**config.mk**
```make
export PLATFORM = sky130hd
export DESIGN_NAME = fir_l3_input_deserializer
export DESIGN_NICKNAME = d
export VERILOG_FILES = /design/src/rtl/fir_l3_input_deserializer.sv
export SDC_FILE = /design/constraint.sdc
export NUM_CORES = 1
export LEC_CHECK = 0
export CORE_MARGIN = 5
export CORE_UTILIZATION = 47
export DETAILED_ROUTE_END_ITERATION = 16
export PLACE_DENSITY = 0.7
export SLEW_MARGIN = 20
export SYNTH_ARGS = -nofsm -noshare
export SYNTH_HDL_FRONTEND = slang
export SYNTH_SLANG_ARGS = --single-unit
```
**constraint.sdc**
```tcl
create_clock -name clk -period 10.4 [get_ports clk]
set_input_delay 1.04 -clock clk [delete_from_list [all_inputs] [get_ports clk]]
set_output_delay 1.04 -clock clk [all_outputs]
set_load 0.03 [all_outputs]
```
**src/rtl/fir_l3_input_deserializer.sv**
```systemverilog
// Serial-to-3-lane block packer feeding the L=3 parallel FIR, with a small block FIFO.
// Optional partial-block flush input is enabled by defining DESER_FLUSH_EN.
module fir_l3_input_deserializer #(
  parameter int DATA_IN_WIDTH = 16,
  parameter int BLK_DEPTH     = 2
) (
  input  logic                            clk,
  input  logic                            reset,
  input  logic signed [DATA_IN_WIDTH-1:0] s_data,
  input  logic                            s_valid,
  output logic                            s_ready,
  output logic signed [DATA_IN_WIDTH-1:0] data_out_1,
  output logic signed [DATA_IN_WIDTH-1:0] data_out_2,
  output logic signed [DATA_IN_WIDTH-1:0] data_out_3,
  output logic                            out_valid,
`ifdef DESER_FLUSH_EN
  input  logic                            flush,
`endif
  input  logic                            out_ready
);

  localparam int PTR_W = $clog2(BLK_DEPTH);
  localparam int CNT_W = $clog2(BLK_DEPTH + 1);

  typedef enum logic [1:0] {PH0 = 2'd0, PH1 = 2'd1, PH2 = 2'd2} phase_t;

  phase_t                            phase_q, phase_d;
  logic signed [DATA_IN_WIDTH-1:0]   hold1_q, hold1_d;
  logic signed [DATA_IN_WIDTH-1:0]   hold2_q, hold2_d;
  logic signed [DATA_IN_WIDTH-1:0]   mem1_q [BLK_DEPTH];
  logic signed [DATA_IN_WIDTH-1:0]   mem2_q [BLK_DEPTH];
  logic signed [DATA_IN_WIDTH-1:0]   mem3_q [BLK_DEPTH];
  logic [PTR_W-1:0]                  wr_ptr_q, wr_ptr_d;
  logic [PTR_W-1:0]                  rd_ptr_q, rd_ptr_d;
  logic [CNT_W-1:0]                  cnt_q, cnt_d;

  logic                              full, empty;
  logic                              accept, push, pop, flush_push;
  logic signed [DATA_IN_WIDTH-1:0]   lane2_in, lane3_in;

  assign full  = (cnt_q == CNT_W'(BLK_DEPTH));
  assign empty = (cnt_q == '0);

`ifdef DESER_FLUSH_EN
  // A flush only acts when there is a partial block and room to queue it.
  assign flush_push = flush && (phase_q != PH0) && !full;
`else
  assign flush_push = 1'b0;
`endif

  assign s_ready = ((phase_q != PH2) || !full) && !flush_push;
  assign accept  = s_valid && s_ready;
  assign pop     = !empty && out_ready;
  assign push    = (accept && (phase_q == PH2)) || flush_push;

  // Unfilled lanes of a flushed block are zero; lane 3 takes s_data directly.
  assign lane2_in = (phase_q == PH2) ? hold2_q : '0;
  assign lane3_in = flush_push ? '0 : s_data;

  assign out_valid  = !empty;
  assign data_out_1 = mem1_q[rd_ptr_q];
  assign data_out_2 = mem2_q[rd_ptr_q];
  assign data_out_3 = mem3_q[rd_ptr_q];

  always_comb begin
    phase_d  = phase_q;
    hold1_d  = hold1_q;
    hold2_d  = hold2_q;
    cnt_d    = cnt_q;
    wr_ptr_d = wr_ptr_q;
    rd_ptr_d = rd_ptr_q;

    if (flush_push) begin
      phase_d = PH0;
    end else if (accept) begin
      case (phase_q)
        PH0:     begin phase_d = PH1; hold1_d = s_data; end
        PH1:     begin phase_d = PH2; hold2_d = s_data; end
        default: phase_d = PH0;
      endcase
    end

    if (push) wr_ptr_d = wr_ptr_q + PTR_W'(1);
    if (pop)  rd_ptr_d = rd_ptr_q + PTR_W'(1);

    case ({push, pop})
      2'b10:   cnt_d = cnt_q + CNT_W'(1);
      2'b01:   cnt_d = cnt_q - CNT_W'(1);
      default: cnt_d = cnt_q;
    endcase
  end

  // Capture stage: phase/holding registers and block FIFO storage
  always_ff @(posedge clk) begin
    if (reset) begin
      phase_q  <= PH0;
      hold1_q  <= '0;
      hold2_q  <= '0;
      wr_ptr_q <= '0;
      rd_ptr_q <= '0;
      cnt_q    <= '0;
      for (int i = 0; i < BLK_DEPTH; i++) begin
        mem1_q[i] <= '0;
        mem2_q[i] <= '0;
        mem3_q[i] <= '0;
      end
    end else begin
      phase_q  <= phase_d;
      hold1_q  <= hold1_d;
      hold2_q  <= hold2_d;
      wr_ptr_q <= wr_ptr_d;
      rd_ptr_q <= rd_ptr_d;
      cnt_q    <= cnt_d;
      if (push) begin
        mem1_q[wr_ptr_q] <= hold1_q;
        mem2_q[wr_ptr_q] <= lane2_in;
        mem3_q[wr_ptr_q] <= lane3_in;
      end
    end
  end

endmodule

```
# Word level (Yosys, flattened, before mapping)

Memory sizes are Yosys's and may differ from the RTL's. A register that Yosys moved wholly into a read port is not among the register bits.
Index checks and enable logic that the tools add are counted.
Widths: inputs -> output; s select.

Add/subtract/negate cells: 4
Equality and inequality tests: 6
Mux-type cells: 23
Reductions and logical operators: 14

Operators by type and width:

| operator            | count |
|---|---|
| $mux 16             | 4 |
| $reduce_or 16->1    | 3 |
| $mux 1              | 17 |
| $pmux 2 s2          | 2 |
| $eq 2x2->1 const B  | 3 |
| $eq 2x1->1 const B  | 2 |
| $logic_not 2->1     | 2 |
| $reduce_and 2->1    | 2 |
| $logic_and 1x1->1   | 3 |
| $add 1x1->1 const B | 2 |
| $add 2x1->2 const B | 1 |
| $logic_not 1->1     | 2 |
| $ne 2x2->1 const B  | 1 |
| $reduce_bool 2->1   | 1 |
| $sub 2x1->2 const B | 1 |
| $logic_or 1x1->1    | 1 |

Register bits: 38
Bits in writable memories: 96
Input bits: 20
Logic and storage cells: 56
Memories: 3

Memories:

| name   | words | width | rd ports | clocked after Yosys merged registers in | wr ports | line | text |
|---|---|---|---|---|---|---|---|
| mem1_q | 2     | 16    | 1        | 1                                       | 2        | 30   | `logic signed [DATA_IN_WIDTH-1:0] mem1_q [BLK_DEPTH];` |
| mem2_q | 2     | 16    | 1        | 1                                       | 2        | 31   | `logic signed [DATA_IN_WIDTH-1:0] mem2_q [BLK_DEPTH];` |
| mem3_q | 2     | 16    | 1        | 1                                       | 2        | 32   | `logic signed [DATA_IN_WIDTH-1:0] mem3_q [BLK_DEPTH];` |

# Longest topological paths before layout

Gate-level depths: netlist of the first run.

Word-level depth: 10
Depth in mapped cells: 9
Depth with buffers taken out: 7

# Worst setup path before layout of the first run

Ideal clock, no wire load.

Kind: input to register
Start point: in s_valid
End point: mem mem1_q[0][0], enable pin
Data arrival time: 3.753 ns
Path slack: 6.184 ns
Cell stages on the path: 5
Buffers on the path: 1
Cell sequence: nor2b_1 -> and3_1 -> buf_4 -> inv_4 -> o21bai_1

RTL lines:

| what               | line | text |
|---|---|---|
| start: declaration | 10   | `input logic s_valid,` |
| end: declaration   | 30   |  |

==> results.py, run 1 <==
metrics = {
    "clock_network": {
        "cts_max_level": 4,
        "root_buffer": "clkbuf_16",
        "hold_buffers": 0,
        "cts_buffer_depth": 2,
        "cts_tree": "done",
        "post_cts_resized": 0,
        "cts_buffers": 17,
        "cts_sinks": 135,
        "clock_latency_ns": 0.40,
        "path_clk_slew_ns": 0.06,
        "cts_setup_buffers": 0,
    },
    "sta": {
        "max_slew_margin": 0.542,
        "finalCriticalPeriod_ns": 3.42,
        "period_share": 0.328,
        "setup-violations-final": 0,
        "rsz0062_at_grt": "no",
        "hold_violations": 0,
        "drv_slew": 0,
        "skew_ns": 0.00692,
        "finalSetupTns_ns": 0,
        "worst_slew_pin_slew_ns": 0.686,
        "max_freq_mhz": 293,
    },
    "finish": {
        "design_area_um2": 7040,
        "diodes": 0,
        "drive_gt1_frac": 0.191,
        "final_nets": 506,
        "fillCellCount": 952,
        "area.growth.synth_to_final_pct": 25.1,
    },
    "logic_synthesis": {
        "synth.top_cell.area_share": 0.512,
        "synth_area_leaders": "edfxtp_1, dfxtp_1, mux2_2",
        "synth_area_um2": 5630,
        "ys_ff_latch": 135,
        "ys_warn_count": 0,
        "yosys.area.top_type": "edfxtp_1",
        "syn_nets": 443,
        "async_flop_share": 0,
        "synth_ff_type": "edfxtp_1",
        "synth_edf_count": 96,
        "yosys.cell_types.count": 37,
        "seq_area_frac_synth": 0.651,
        "avgSynthCellArea_um2": 13.3,
        "postSynthCellCount": 422,
    },
    "floorplanning": {
        "initial_core_util": 0.474,
        "chipHeight_um": 119,
        "die_area_um2": 14300,
        "io-pin-count": 70,
        "coreArea_um2": 11900,
        "fp.dieW_um": 119,
        "rows": 40,
    },
    "worst_hold_path": {
        "timing.hold.worst_path_depth": 2,
        "min-delay-path-class": "reg -> reg",
    },
    "power_and_ir_drop": {
        "ir_drop_uv": 105,
        "power_density_nw_per_um2": 195,
        "power_mw": 1.37,
        "p_leak_nw": 2.74,
    },
    "grt": {
        "grt_use_total": 0.167,
        "first_global_vias": 3558,
        "antenna_found_initial": 0,
        "grt_pass1_wl_mm": 18.4,
        "grt_max_degree": 49,
        "grt_overflow": 0,
    },
    "drt": {
        "firstDrtPassIters": 4,
        "drtIter0Drc": 160,
        "drc": 0,
        "drtAntennaViolNets": 0,
        "vias_per_cell": 5.16,
        "vias": 3331,
        "wl_mm": 11.3,
        "routedWlPerCell_um": 17.6,
    },
    "placement": {
        "dpl-instance-area_um2": 6400,
        "gp_congestion": 0.721,
        "port-buffer-count": 69,
        "dp_hpwl_mm": 7.16,
    },
    "setup_path": {
        "crit_arrival_ns": 3.48,
        "startpoint_type": "input port",
        "worstPathMaxFanout": 44,
        "endpoint_kind": "register",
        "path_class": "in -> reg",
        "critPathRequiredTime_ns": 10.47,
        "rr_worst_depth": 6,
    },
    "status": {
        "status": "finished, final reports clean",
    },
    "flow_run": {
        "drv_cap": 0,
    },
}
==> Yosys cell counts, types with 2 or more instances <==
cell	number
xnor2_1	2
nor2b_1	2
mux2_2	48
buf_2	7
edfxtp_1	96
and3_1	43
and2_1	48
clkbuf_2	4
buf_1	3
nor2_1	21
mux2i_1	16
buf_4	4
nand2_1	32
a21oi_1	19
clkbuf_1	10
dfxtp_1	39
buf_6	3
nor4b_1	6
==> where the power goes <==
group / switching [mW] / total, mW / internal, mW
registers: 0.0152 / 0.614 / 0.599
clock network: 0.221 / 0.623 / 0.402
logic: 0.0746 / 0.132 / 0.0576
total: 0.311 / 1.37 / 1.06
==> per-stage QoR <==
stage / setup WS [ns] / utilization / hold WS, ns / std cells
global route: 6.78 / 0.593 / 0.497 / 645
finish: 6.98 / 0.593 / 0.466 / 645
CTS: 6.74 / 0.593 / 0.467 / 645
detailed placement: 6.58 / 0.540 / 0.459 / 613
global placement: 6.71 / 0.540 / 0.459 / 613
floorplan: 6.18 / - / 0.440 / 422
==> final cells by class <==
class / count / area [um^2] / area share
Clock buffer: 17 / 425 / 0.0604
Inverter: 2 / 10.0 / 0.00142
Clock inverter: 15 / 204 / 0.0290
Timing Repair Buffer: 75 / 736 / 0.105
Sequential cell: 135 / 3670 / 0.521
Tap cell: 147 / 184 / 0.0261
Multi-Input combinational cell: 254 / 1810 / 0.257
==> path summary, 6_finish.rpt <==
kind	start	to	slack (ns)
setup reg to reg	cnt_q[0]	mem3_q[0][9]	7.76
setup / recovery	s_valid	mem3_q[0][9]	6.98
hold reg to reg	hold2_q[7]	hold2_q[7]	0.47
hold / removal	hold2_q[7]	hold2_q[7]	0.47
==> cell families (layout without fill, tap and decap cells) <==
group	count (synthesis)	count (layout)	synth area share
AOI/OAI and AO/OA	24	24	0.0236
adders and majority gates	1	1	0.00222
buffers and inverters	33	109	0.0316
muxes	65	65	0.127
DFF	135	135	0.651
and+or+nand+nor	161	161	0.160
xor gates and xnor gates	3	3	0.00467
==> cells in the final DEF (no fill, tap or decap), types with 6 or more instances in the layout <==
master           synthesis  routed
and3_1                  43      43
buf_4                    4       6
nor4b_1                  6       6
mux2_2                  48      48
edfxtp_1                96      96
mux2i_1                 16      16
clkdlybuf4s50_1          0      69
a21oi_1                 19      19
dfxtp_1                 39      38
nand2_1                 32      32
nor2_1                  21      20
clkbuf_16                0      17
and2_1                  48      48
==> critical path, stage by stage <==
cell and delay, ns:
clkdlybuf4s50_1 0.57, nor2b_1 0.17, and3_1 0.16, buf_4 0.37, inv_4 0.12, o21bai_4 0.56
buf_4 0.47
==> metal layers <==
layer,GRT usage,vias up,wire length [um]
met5,0,-,0
met4,0.0644,0,172
met3,0.0404,14,596
met2,0.285,95,5700
met1,0.204,1580,4870
li1,-,1642,-
==> state kept, by name (all words and copies together) (netlist names), named ones only <==
signal / cells
mem1_q: 32
mem2_q: 32
mem3_q: 32
hold1_q: 16
hold2_q: 16
cnt_q: 2
phase_q: 2
rd_ptr_q: 1
wr_ptr_q: 1
(Power assumes the default switching activity.)
==> inputs of run 2 (changes only) <==
Settings changed: PLACE_DENSITY 0.7 to 0.73.
Clock period 10.4 ns to 3.1 ns, I/O delays scaled along.
==> results.py, run 2 (synthesis results as in run 1) <==
metrics = {
    "finish": {
        "layout_commonest_cell": "edfxtp_1",
        "design_area_um2": 7080,
        "final-seq-area_um2": 3660,
        "multiInputGateArea_um2": 1810,
        "diodes": 0,
        "fillCellCount": 918,
        "area.growth.synth_to_final_pct": 25.8,
        "largest_registers": "mem1_q: 32 flops, mem2_q: 32 flops, mem3_q: 32 flops",
        "final_nets": 509,
        "mostFrequentLayoutCells": "edfxtp_1, clkdlybuf4s50_1, mux2_2, and2_1, and3_1",
        "drive_gt1_frac": 0.192,
    },
    "drt": {
        "wl_mm": 11.6,
        "drtIter0Drc": 248,
        "drc": 0,
        "wl_met2_mm": 5.73,
        "drtAntennaViolNets": 0,
        "top_layer_used": "met4",
        "wl_met3_um": 599,
        "vias_per_cell": 5.35,
        "wl_met1_mm": 5.02,
        "routedWlPerCell_um": 17.9,
        "firstDrtPassIters": 5,
        "vias": 3466,
    },
    "clock_network": {
        "root_buffer": "clkbuf_16",
        "post_cts_resized": 0,
        "cts_setup_buffers": 0,
        "hold_buffers": 0,
        "cts_buffers": 17,
        "cts_max_level": 4,
        "cts_buffer_depth": 2,
        "cts_tree": "done",
        "cts_sinks": 135,
        "path_clk_slew_ns": 0.05,
        "clock_latency_ns": 0.41,
    },
    "grt": {
        "antenna_found_initial": 0,
        "grt_overflow": 0,
        "grt_pass1_wl_mm": 19.1,
        "first_global_vias": 3659,
        "grt_use_total": 0.174,
        "grt_max_degree": 48,
    },
    "worst_hold_path": {
        "min-delay-path-class": "reg -> reg",
    },
    "placement": {
        "dpl-instance-area_um2": 6470,
        "gp_congestion": 0.759,
        "dp_hpwl_mm": 7.40,
        "port-buffer-count": 69,
    },
    "floorplanning": {
        "coreArea_um2": 11900,
        "rows": 40,
        "fp.dieW_um": 119,
        "chipHeight_um": 119,
        "die_area_um2": 14300,
        "io-pin-count": 70,
        "initial_core_util": 0.474,
    },
    "sta": {
        "max_freq_mhz": 388,
        "period_share": 0.832,
        "rsz0062_at_grt": "no",
        "worst_slew_pin_slew_ns": 0.675,
        "skew_ns": 0.00643,
        "max_slew_margin": 0.549,
        "finalSetupTns_ns": 0,
        "hold_violations": 0,
        "setup-violations-final": 0,
        "finalCriticalPeriod_ns": 2.58,
        "drv_slew": 0,
    },
    "power_and_ir_drop": {
        "ir_drop_uv": 385,
        "power_density_nw_per_um2": 642,
        "p_leak_nw": 2.77,
    },
    "setup_path": {
        "worstPathMaxFanout": 36,
        "critPathRequiredTime_ns": 2.79,
        "slowest_stage": "clkdlybuf4s50_1",
        "critPathMaxStageDelay_ns": 0.60,
        "startpoint_type": "register",
        "crit_arrival_ns": 2.27,
        "path_class": "reg -> out",
        "path_cells": "buf_12 -> mux2_2 -> clkdlybuf4s50_1",
        "endpoint_kind": "primary output",
    },
    "status": {
        "status": "finished, final reports clean",
    },
    "flow_run": {
        "drv_cap": 0,
    },
}
==> run 2: cell count changes in the layout (fill, tap and decap cells not counted), moves of 2 or more <==
cell	previous run	this run
clkinv_4	4	1
buf_12	0	4
clkinvlp_4	4	2
clkbuf_8	0	2
==> run 2: worst paths after layout <==
path,startpoint,cells past startpoint,slack [ns],end
min,hold2_q[15],2,0.46,hold2_q[15]
min reg2reg,hold2_q[15],2,0.46,hold2_q[15]
max,register,3,0.52,data_out_3[13]
max reg2reg,cnt_q[0],6,0.94,cnt_q[1]
==> run 2: report_power, final <==
| part | total, mW | internal (mW) | switching, mW |
|---|---|---|---|
| Sequential | 2.05 | 2.01 | 0.0402 |
| Combinational | 0.467 | 0.202 | 0.266 |
| Clock | 2.03 | 1.31 | 0.724 |
| Total | 4.54 | 3.51 | 1.03 |
==> run 2: layout make-up <==
cell class / count / area share
clock buffers: 20 / 0.0645
clock inverters: 12 / 0.0212
inverters: 2 / 0.00141
multi-input cells: 254 / 0.255
flip-flops and latches: 135 / 0.518
well taps: 147 / 0.0260
repair buffers: 78 / 0.114
==> run 2: per-layer routing <==
metal | up-vias | track usage
li1 | 1648 | -
met4 | 0 | 0.0752
met1 | 1700 | 0.218
met2 | 100 | 0.283
met3 | 18 | 0.0484
met5 | - | 0
==> run 2: critical path: cells and delay by family, from the launching register on <==
| family | cells | cell delay, ns |
|---|---|---|
| buffers and inverters | 2 | 0.86 |
| flip-flops | 1 | 0.55 |
| multiplexers | 1 | 0.39 |
==> run 2: metrics by stage <==
step / power, mW / hold slack (ns) / setup slack, ns / utilization / std cells
after floorplan: 2.36 / 0.440 / 0.537 / - / 422
after global placement: 2.55 / 0.451 / 0.596 / 0.546 / 616
after detailed placement: 2.56 / 0.460 / 0.521 / 0.546 / 616
after CTS: 4.57 / 0.468 / 0.505 / 0.597 / 648
after global routing: 4.69 / 0.496 / 0.467 / 0.597 / 648
final: 4.54 / 0.462 / 0.522 / 0.597 / 648
